File: config.mk
export PLATFORM = sky130hd
export DESIGN_NAME = reg_read_stage
export DESIGN_NICKNAME = d
export VERILOG_FILES = /design/src/rtl/reg_read_stage.sv
export SDC_FILE = /design/constraint.sdc
export NUM_CORES = 1
export LEC_CHECK = 0
export CELL_PAD_IN_SITES_DETAIL_PLACEMENT = 1
export CELL_PAD_IN_SITES_GLOBAL_PLACEMENT = 1
export CORE_MARGIN = 2
export CORE_UTILIZATION = 28
export DETAILED_ROUTE_END_ITERATION = 8
export PLACE_DENSITY_LB_ADDON = 0.1
export RECOVER_POWER = 100
export SLEW_MARGIN = 20
export SYNTH_ARGS = -nofsm -noshare
export SYNTH_HDL_FRONTEND = slang
export SYNTH_SLANG_ARGS = --single-unit
File: constraint.sdc
create_clock -name clk -period 4.75 [get_ports clk]
set_clock_uncertainty 0.05 [all_clocks]
set_input_delay 0.95 -clock clk [delete_from_list [all_inputs] [get_ports clk]]
set_output_delay 0.95 -clock clk [all_outputs]
set_load 0.005 [all_outputs]
File: src/rtl/reg_read_stage.sv
// -----------------------------------------------------------------------------
// reg_read_stage
//
// Register-read stage between the issue unit and an execution unit. It drives
// the physical register file read addresses straight from the issuing
// instruction's source indices, selects each operand (hard zero for index 0,
// otherwise a same-cycle CDB broadcast or the register file value), and
// captures operands plus the opaque payload in a single output register that
// follows a valid/ready handshake toward the execution unit.
//
// Configuration macro: RR_CDB_BYPASS_EN
//   defined   - a CDB broadcast whose destination matches a nonzero source
//               index in the accept cycle is forwarded into the operand.
//   undefined - no forwarding muxes; instead the stage refuses an instruction
//               whose nonzero source is being broadcast this cycle, so it is
//               taken a cycle later once the register file holds the value.
//
// Ports
//   clk, rst          clock; synchronous active-high reset
//   flush             kills the held instruction and refuses the incoming one
//   iss_valid/ready   issue handshake
//   iss_prs1_s/2_s    physical source indices
//   iss_payload       opaque payload carried to the execution unit
//   prf_prs1_s/2_s    register file read addresses (combinational)
//   prf_prs1_v/2_v    register file read data (combinational)
//   cdb_bc            per-lane broadcast valid
//   cdb_prd_s         per-lane destination index
//   cdb_prd_v         per-lane result value
//   eu_valid/ready    execution unit handshake
//   eu_rs1_v/rs2_v    registered source operands
//   eu_payload        registered payload
// -----------------------------------------------------------------------------
module reg_read_stage #(
    parameter int PRF_IDX_W = 6,
    parameter int CDB_WIDTH = 2,
    parameter int PAYLOAD_W = 64
) (
    input  logic                                 clk,
    input  logic                                 rst,
    input  logic                                 flush,

    input  logic                                 iss_valid,
    output logic                                 iss_ready,
    input  logic [PRF_IDX_W-1:0]                 iss_prs1_s,
    input  logic [PRF_IDX_W-1:0]                 iss_prs2_s,
    input  logic [PAYLOAD_W-1:0]                 iss_payload,

    output logic [PRF_IDX_W-1:0]                 prf_prs1_s,
    output logic [PRF_IDX_W-1:0]                 prf_prs2_s,
    input  logic [31:0]                          prf_prs1_v,
    input  logic [31:0]                          prf_prs2_v,

    input  logic [CDB_WIDTH-1:0]                 cdb_bc,
    input  logic [CDB_WIDTH-1:0][PRF_IDX_W-1:0]  cdb_prd_s,
    input  logic [CDB_WIDTH-1:0][31:0]           cdb_prd_v,

    output logic                                 eu_valid,
    input  logic                                 eu_ready,
    output logic [31:0]                          eu_rs1_v,
    output logic [31:0]                          eu_rs2_v,
    output logic [PAYLOAD_W-1:0]                 eu_payload
);

    // -------------------------------------------------------------------------
    // State
    // -------------------------------------------------------------------------
    logic                 valid_q, valid_d;
    logic [31:0]          rs1_q, rs1_d;
    logic [31:0]          rs2_q, rs2_d;
    logic [PAYLOAD_W-1:0] payload_q, payload_d;

    // High for the first cycle after reset: register file read data is not
    // trustworthy yet, so nothing may be accepted.
    logic                 blk_q;

    logic                 ready_base;
    logic                 accept;
    logic [31:0]          rs1_sel;
    logic [31:0]          rs2_sel;

    // Read addresses come straight from the issuing instruction.
    assign prf_prs1_s = iss_prs1_s;
    assign prf_prs2_s = iss_prs2_s;

    // The output register can take a new entry when it is empty or draining.
    assign ready_base = !rst && !flush && !blk_q && (!valid_q || eu_ready);

`ifdef RR_CDB_BYPASS_EN
    // -------------------------------------------------------------------------
    // Operand select with CDB forwarding. Lowest-numbered matching lane wins;
    // index 0 is the hardwired zero register and is never forwarded.
    // -------------------------------------------------------------------------
    function automatic logic [31:0] sel_operand(
        input logic [PRF_IDX_W-1:0]                idx,
        input logic [31:0]                         prf_v,
        input logic [CDB_WIDTH-1:0]                bc,
        input logic [CDB_WIDTH-1:0][PRF_IDX_W-1:0] prd_s,
        input logic [CDB_WIDTH-1:0][31:0]          prd_v
    );
        logic [31:0] v;
        logic        hit;
        v   = prf_v;
        hit = 1'b0;
        for (int i = 0; i < CDB_WIDTH; i++) begin
            if (!hit && bc[i] && (prd_s[i] == idx)) begin
                v   = prd_v[i];
                hit = 1'b1;
            end
        end
        if (idx == '0) begin
            v = '0;
        end
        return v;
    endfunction

    always_comb begin
        rs1_sel   = sel_operand(iss_prs1_s, prf_prs1_v, cdb_bc, cdb_prd_s, cdb_prd_v);
        rs2_sel   = sel_operand(iss_prs2_s, prf_prs2_v, cdb_bc, cdb_prd_s, cdb_prd_v);
        iss_ready = ready_base;
    end
`else
    // -------------------------------------------------------------------------
    // No forwarding: an instruction whose nonzero source is on the CDB this
    // cycle would read a stale register file value, so it is held off one
    // cycle until the write has landed.
    // -------------------------------------------------------------------------
    function automatic logic src_on_cdb(
        input logic [PRF_IDX_W-1:0]                idx,
        input logic [CDB_WIDTH-1:0]                bc,
        input logic [CDB_WIDTH-1:0][PRF_IDX_W-1:0] prd_s
    );
        logic h;
        h = 1'b0;
        for (int i = 0; i < CDB_WIDTH; i++) begin
            if (bc[i] && (prd_s[i] == idx)) begin
                h = 1'b1;
            end
        end
        return h && (idx != '0);
    endfunction

    logic cdb_hazard;
    logic unused_cdb_v;

    // Broadcast values are only consumed through the register file here.
    assign unused_cdb_v = ^cdb_prd_v;

    always_comb begin
        rs1_sel    = (iss_prs1_s == '0) ? 32'd0 : prf_prs1_v;
        rs2_sel    = (iss_prs2_s == '0) ? 32'd0 : prf_prs2_v;
        cdb_hazard = iss_valid &&
                     (src_on_cdb(iss_prs1_s, cdb_bc, cdb_prd_s) ||
                      src_on_cdb(iss_prs2_s, cdb_bc, cdb_prd_s));
        iss_ready  = ready_base && !cdb_hazard;
    end
`endif

    assign accept = iss_valid && iss_ready;

    // -------------------------------------------------------------------------
    // Output register next state. Flush dominates; iss_ready is already low
    // during flush so accept cannot fire alongside it.
    // -------------------------------------------------------------------------
    always_comb begin
        valid_d   = valid_q;
        rs1_d     = rs1_q;
        rs2_d     = rs2_q;
        payload_d = payload_q;
        if (flush) begin
            valid_d = 1'b0;
        end else if (accept) begin
            valid_d   = 1'b1;
            rs1_d     = rs1_sel;
            rs2_d     = rs2_sel;
            payload_d = iss_payload;
        end else if (eu_ready) begin
            valid_d = 1'b0;
        end
    end

    // -------------------------------------------------------------------------
    // Output register (iss_* -> eu_* always crosses this boundary)
    // -------------------------------------------------------------------------
    always_ff @(posedge clk) begin
        if (rst) begin
            valid_q   <= 1'b0;
            rs1_q     <= '0;
            rs2_q     <= '0;
            payload_q <= '0;
            blk_q     <= 1'b1;
        end else begin
            valid_q   <= valid_d;
            rs1_q     <= rs1_d;
            rs2_q     <= rs2_d;
            payload_q <= payload_d;
            blk_q     <= 1'b0;
        end
    end

    assign eu_valid   = valid_q;
    assign eu_rs1_v   = rs1_q;
    assign eu_rs2_v   = rs2_q;
    assign eu_payload = payload_q;

endmodule

After elaboration in Yosys (flattened, before gate mapping)
Index checks and enable logic that the tools add are counted.
{"block": "word_totals", "regBits": 130, "input_bits": 223, "output_inout_bits": 142, "elab_cells": 45}
{"block": "op_classes", "eq_ne": 4, "mux": 9, "bitwise": 1, "reduce_logical": 26}
{"op": "$mux 32", "n": 2}
{"op": "$eq 6x6->1", "n": 4}
{"op": "$logic_and 1x1->1", "n": 12}
{"op": "$logic_not 6->1", "n": 2}
{"op": "$reduce_bool 6->1", "n": 2}
{"op": "$mux 1", "n": 7}
{"op": "$logic_not 1->1", "n": 5}
{"op": "$logic_or 1x1->1", "n": 2}
{"op": "$reduce_and 2->1", "n": 1}
{"op": "$reduce_bool 2->1", "n": 1}
{"op": "$reduce_or 2->1", "n": 1}
{"op": "$not 1->1", "n": 1}

Depth between registers and ports, before layout
Gate-level depths: netlist of run 1.
{"block": "logic_depth", "word_depth": 11, "depth_mapped": 7}

Worst setup path before layout of run 1
OpenSTA, ideal clock, no wires.
{"block": "synth_timing", "path_type": "input -> output", "start": "input port iss_prs2_s[4]", "end": "output port iss_ready", "arrival_time_ns": 1.693, "t_required_ns": 3.750, "setup_slack_ns": 2.057, "cell_stages": 4, "n_path_buf": 0, "path_cell_list": "nor4_1 -> nand2_1 -> a22oi_1 -> o211a_1"}
{"block": "synth_between", "elab_chain_len": 9, "word_cells_on_any_way": 12, "classes_between": "eq/ne: 2; mux: 2; reduce/logical: 8"}
{"element": "start: declaration", "line_no": "45", "rtl": "input logic [PRF_IDX_W-1:0] iss_prs2_s,"}
{"element": "$eq 6x6->1", "line_no": "135", "rtl": "if (bc[i] && (prd_s[i] == idx)) begin"}
{"element": "$logic_and 1x1->1", "line_no": "135"}
{"element": "$mux 1 (2 in a row)", "line_no": "135"}
{"element": "$logic_and 1x1->1 *", "line_no": "139", "rtl": "return h && (idx != '0);"}
{"element": "$logic_or 1x1->1 *", "line_no": "152", "rtl": "(src_on_cdb(iss_prs1_s, cdb_bc, cdb_prd_s) ||"}
{"element": "$logic_and 1x1->1 *", "line_no": "151", "rtl": "cdb_hazard = iss_valid &&"}
{"element": "$logic_not 1->1 *", "line_no": "154", "rtl": "iss_ready = ready_base && !cdb_hazard;"}
{"element": "$logic_and 1x1->1 *", "line_no": "154"}
{"element": "end: declaration", "line_no": "43", "rtl": "output logic iss_ready,"}
Mark *: on every way between the ends. The rest lies on a longest branch, timed or not.

Worst setup path in the final report of run 1
{"block": "layout_timing", "start": "input port iss_prs2_s[0]", "end": "output port iss_ready"}
Same word-level chain as after synthesis.

==> results of run 1 <==
## through the flow
stage / setup slack, ps / power [mW]
6_report: 644 / 2.80
5_1_grt: 473 / 2.94
4_1_cts: 828 / 2.88
3_5_place_dp: 831 / 1.56
3_3_place_gp: 840 / 1.55
2_1_floorplan: 2060 / 1.30
## worst min-delay path by stage
stage | depth (start not counted) | slack (ps) | start | end
global placement | 2 | 410 | eu_rs2_v[26] | eu_rs2_v[26]
detailed placement | 2 | 420 | eu_rs1_v[2] | eu_rs1_v[2]
finish | 2 | 420 | eu_rs1_v[2] | eu_rs1_v[2]
floorplan | 2 | 420 | eu_rs1_v[10] | eu_rs1_v[10]
CTS | 2 | 430 | eu_rs1_v[2] | eu_rs1_v[2]
global route | 2 | 450 | eu_rs2_v[3] | eu_rs2_v[3]
## where the power goes
part	total (mW)	switching, mW	internal (mW)
registers	1.15	0.0181	1.13
clock network	1.29	0.491	0.802
logic	0.360	0.121	0.239
## worst max-delay path: cells and delay by family
| kind | cells | cell delay (ps) |
|---|---|---|
| AND/OR/NAND/NOR | 1 | 130 |
| AO/OA/AOI/OAI | 3 | 610 |
| buffers and inverters | 2 | 1220 |
| XOR/XNOR | 1 | 200 |
## state kept, by name, indices dropped and copies added, names as in the netlist
| signal | flops |
|---|---|
| blk_q | 1 |
| eu_valid | 1 |
| eu_payload | 64 |
| eu_rs2_v | 32 |
| eu_rs1_v | 32 |
## cells in the mapped netlist (all sizes together)
master	n	area (um2)
dfxtp	130	2600
nand2	66	248
nand2b	65	407
mux2	64	721
mux2i	64	641
nor2b	64	400
buf	26	191
xnor2	24	210
clkbuf	20	75.1
nand3	5	25.0
nand4	4	25.0
nor2	2	7.51
nor4	2	12.5
o22ai	2	12.5
a211oi	1	7.51
a221o	1	10.0
a22oi	1	7.51
inv	1	3.75
nor3	1	5.00
o211a	1	10.0
## per-layer routing
layer | track usage (%) | up-vias | share of wire, %
met5 | 0 | - | 0
met4 | 5.44 | 0 | 1.5
met3 | 5.71 | 18 | 7.0
met2 | 31.3 | 180 | 52
met1 | 18.7 | 2258 | 40
li1 | - | 2330 | -
## cells by family after synthesis
group	count (synthesis)	synth area share, %
buffers and inverters	47	4.81
AOI/OAI and AO/OA	6	0.846
and+or+nand+nor	209	20.1
DFF	130	46.3
muxes	128	24.2
xor gates and xnor gates	24	3.74
## cell type report
class / count / area share (%)
flip-flops and latches: 130 / 27.9
multi-input cells: 367 / 29.6
well taps: 265 / 3.55
inverters: 1 / 0.0402
clock inverters: 11 / 1.38
clock buffers: 21 / 4.93
repair buffers: 306 / 32.7
## cells in the final DEF, fill, tap and decap left out, types with 3 or more instances in the layout
cell | netlist | routed
nand4_1 | 4 | 4
clkinvlp_4 | 0 | 5
clkbuf_1 | 20 | 3
dlygate4sd3_1 | 0 | 142
nor2b_1 | 64 | 64
dfxtp_1 | 130 | 130
nand2b_1 | 65 | 65
nand2_1 | 66 | 66
clkbuf_16 | 0 | 17
buf_4 | 12 | 3
mux2_1 | 45 | 45
mux2i_1 | 64 | 64
clkdlybuf4s50_1 | 0 | 157
nand3_1 | 5 | 5
xnor2_1 | 24 | 24
mux2_2 | 19 | 19
==> flow_metrics.tcl, run 1 <==
set metrics [dict create \
    status "complete, but fails checks" \
    violations "max-capacitance violations, max-slew violations" \
    crit_path_end_kind "primary output" \
    cts_made_buffers 17 \
    ctsResizeCount 0 \
    ir_drop_uv 224 \
    placed_cells 1069 \
    rsz0062_at_grt "no" \
    num_vias 4786 \
    antenna_found_initial 0 \
    final_util_pct 47.7 \
    ys_ff_latch 130 \
    rr_startpoint "blk_q" \
    synthCells 544 \
    grt_pass1_wl_um 28900 \
    ys_types 23 \
    fin_hold_ws_ps 421 \
    crit_type "input port to primary output" \
    rrSetupSlack_ps 2410 \
    wl_um 18000 \
    die_w_um 146 \
    fin_crit_ps 4110 \
    drive_gt1_share_pct 6.70 \
    initial_core_util_pct 28.7 \
    gp_congestion 0.832 \
    crit_slowest_cell "dlygate4sd3_1" \
    grt_pass1_vias 5306 \
    slowest_delay_ps 630 \
    clock_path_buffers 2 \
    seq_area_frac_synth_pct 46.3 \
    fin_nets 1046 \
    ys_warn_count 0 \
    diodes 0 \
    portBuffers 300 \
    power_density_nw_per_um2 300 \
    area_growth_pct 66.1 \
    viasPerCell 4.35 \
    setup_viol 0 \
    multi_input_area_um2 2760 \
    h-tree-depth 4 \
    grt_max_degree 98 \
    maxCapViolCount 2 \
    relSlewSlack_pct -16.2 \
    max_freq_mhz 244 \
    worst_hold_path_type "flip-flop to flip-flop" \
    cp.arrival_ps 3110 \
    crit_top_cell "dlygate4sd3_1" \
    seqCellArea_um2 2600 \
    cp_cell_sequence "dlygate4sd3_1 > xnor2_1 > nand4_1 > o22ai_1 > a22oi_1 > o211a_1 > dlygate4sd3_1" \
    grt-ovfl-total 0 \
    post_cts_buffers 0 \
    first_pass_iters 4 \
    core_area_um2 19600 \
    hold_viol_final 0 \
    track_usage_pct 17.1 \
    design_area_um2 9340 \
    rows 51 \
    timing.rr.end "eu_payload[15]" \
    required_ps 3750 \
    rr_worst_depth 5 \
    ant_nets 0 \
    fp.dieH_um 146 \
    drt_iter0_drc 120 \
    drc 0 \
    post_drt_wl_per_cell_um 16.4 \
    finalMaxSlewViolations 134 \
    power_leakage_nw 4.51 \
    worst_slew_pin_slew_ps 1740 \
    synth_area_per_cell_um2 10.3 \
    worstSkewPairLatency_ps 410 \
    place_hpwl_um 13500 \
    stdcell_count 1101 \
    min_period_over_period_pct 86.4 \
    cts.sinks 130 \
    n_fill_cell 2175 \
    dpl-instance-area_um2 8760 \
    root_buffer "clkbuf_16" \
    syn_nets 767 \
    die-area_um2 21200 \
    cts_hold_buf 0 \
    path_max_fanout 4 \
    worstSetupStartpoint "iss_prs2_s[0]" \
    start_kind "input port" \
    io_pins 365 \
    cts_tree "yes" \
    synth_area_um2 5620 \
    setup_tns_ps 0 \
    endpoint "iss_ready" \
    clk_pin_slew_worst_paths_ps 60 \
]
Power figures use the tool's default switching activity.
==> run 2: changes to the inputs <==
Settings changed: CAP_MARGIN set to 40.
==> run 2 against run 1 <==
Effect of this change: setup slack got worse by 26 ps; largest power group unchanged; highest routed layer unchanged; final area grew 1.1%; hold slack got worse by 0.66 ps; wire length increased by 0.38%; the flow still finishes with violations (max-capacitance violations, max-slew violations); clock-buffer cell count is the same; non-clock buffer count is 1 higher; via count up 1.5%; final cell count about the same; critical path depth stayed put.
==> flow_metrics.tcl, run 2 (same netlist as run 1, synthesis figures left out) <==
set metrics [dict create \
    rr_worst_depth 5 \
    cts.sinks 130 \
    fp.dieH_um 146 \
    grt-ovfl-total 0 \
    first_pass_iters 4 \
    rr_startpoint "eu_valid" \
    slowest_delay_ps 1260 \
    area_growth_pct 67.9 \
    worst_hold_path_type "flip-flop to flip-flop" \
    io_pins 365 \
    hold-path-endpoint "eu_rs2_v[31]" \
    clock_path_buffers 2 \
    hold_viol_final 0 \
    grt_max_degree 73 \
    initial_core_util_pct 28.7 \
    min_period_over_period_pct 87.0 \
    crit_slowest_cell "a221o_1" \
    min_from "eu_rs2_v[31]" \
    violations "max-capacitance violations, max-slew violations" \
    cp_cell_sequence "dlygate4sd3_1 > nor4_1 > nand2_1 > buf_4 > a221o_1 > buf_4 > mux2_2" \
    required_ps 5000 \
    finalMaxSlewViolations 27 \
    die-area_um2 21200 \
    cts_made_buffers 17 \
    fin_hold_ws_ps 420 \
    final_util_pct 48.2 \
    timing.rr.end "eu_payload[15]" \
    seqCellArea_um2 2600 \
    relSlewSlack_pct -3.24 \
    rows 51 \
    worstHoldPathCells 2 \
    core_area_um2 19600 \
    final_common_cell "clkdlybuf4s50_1" \
    ant_nets 0 \
    power_leakage_nw 4.57 \
    cts_hold_buf 0 \
    finalWorstSetupSlack_ps 618 \
    die_w_um 146 \
    track_usage_pct 17.2 \
    setup_tns_ps 0 \
    multi_input_area_um2 2750 \
    crit_top_cell "buf_4" \
    worst_slew_pin_slew_ps 1550 \
    ir_drop_uv 227 \
    place_hpwl_um 13600 \
    post_drt_wl_per_cell_um 16.4 \
    report.power.total_mw 2.99 \
    path_max_fanout 33 \
    diodes 0 \
    viasPerCell 4.41 \
    status "complete, but fails checks" \
    cp.arrival_ps 4380 \
    place_ws_ps 834 \
    grt_pass1_wl_um 28900 \
    drive_gt1_share_pct 6.81 \
    post_cts_buffers 0 \
    drt_iter0_drc 116 \
    maxCapViolCount 1 \
    fin_nets 1047 \
    fin_crit_ps 4130 \
    final_cell_mix "clkdlybuf4s50_1 (160), dlygate4sd3_1 (139), dfxtp_1 (130)" \
    cts_tree "yes" \
    grt_pass1_vias 5332 \
    gp_congestion 0.832 \
    crit_type "input port to flip-flop" \
    n_fill_cell 2171 \
    ctsResizeCount 0 \
    start_kind "input port" \
    num_vias 4857 \
    setup_viol 0 \
    drc 0 \
    power_density_nw_per_um2 317 \
    wl_um 18100 \
    crit_path_end_kind "flip-flop" \
    h-tree-depth 4 \
    worstSkewPairLatency_ps 420 \
    root_buffer "clkbuf_16" \
    max_freq_mhz 242 \
    clk_pin_slew_worst_paths_ps 60 \
    antenna_found_initial 0 \
    rsz0062_at_grt "no" \
    rrSetupSlack_ps 1920 \
    portBuffers 300 \
    largest_reg_flops 64 \
]
==> run 2: cell count changes in the layout (fill, tap and decap cells not counted) <==
cell             change
bufinv_16            +3
clkinv_4             +2
clkbuf_2             -2
buf_16               +1
a221o_4              -1
clkbuf_1             -1
dlygate4sd3_1        -3
buf_4                +2
clkbuf_8             +1
clkinvlp_4           -5
clkdlybuf4s50_1      +3
a221o_1              +1
==> run 2: where the power goes <==
group	total (mW)	switching (mW)	internal, mW
logic	0.362	0.121	0.241
registers	1.15	0.0183	1.13
clock network	1.47	0.497	0.978
total	2.99	0.636	2.35
==> run 2: worst max-delay path: cells and delay by family <==
kind / cells / cell delay [ps]
AO/OA/AOI/OAI: 1 / 1260
multiplexers: 1 / 390
buffers and inverters: 3 / 1560
AND/OR/NAND/NOR: 2 / 200
==> run 2: worst max-delay path by stage <==
| stage | start | endpoint | slack (ps) | cells after the start |
|---|---|---|---|---|
| after floorplan | iss_prs2_s[4] | iss_ready | 2060 | 4 |
| after global placement | iss_prs2_s[0] | iss_ready | 840 | 7 |
| after detailed placement | iss_prs2_s[0] | iss_ready | 830 | 7 |
| after CTS | iss_prs2_s[0] | iss_ready | 820 | 7 |
| after global routing | iss_prs1_s[5] | eu_payload[2] | 360 | 7 |
| final | iss_prs1_s[5] | eu_payload[15] | 620 | 7 |
==> run 2: area by class of cell <==
class	count	area share [%]
Clock buffer	21	4.98
Clock inverter	11	2.11
Inverter	1	0.0398
Multi-Input combinational cell	367	29.1
Sequential cell	130	27.6
Tap cell	265	3.51
Timing Repair Buffer	307	32.7
==> run 2: stage by stage <==
stage / instances / instance area [um2]
detailed placement: 1070 / 8780
global placement: 1069 / 8760
floorplan: 544 / 5620
global route: 1102 / 9440
CTS: 1102 / 9450
finish: 1102 / 9440
==> run 2: per-layer routing <==
metal	up-vias	track usage [%]	part of all wire (%)
li1	2332	-	-
met1	2314	18.3	39
met2	189	31.4	52
met3	22	5.96	7.2
met4	0	6.47	1.9
met5	-	0	0
==> run 3: changes to the inputs <==
Settings changed: GPL_ROUTABILITY_DRIVEN set to 0.
==> results of run 3 <==
Same layout as run 2: the final DEF is identical, and so are final timing and power.
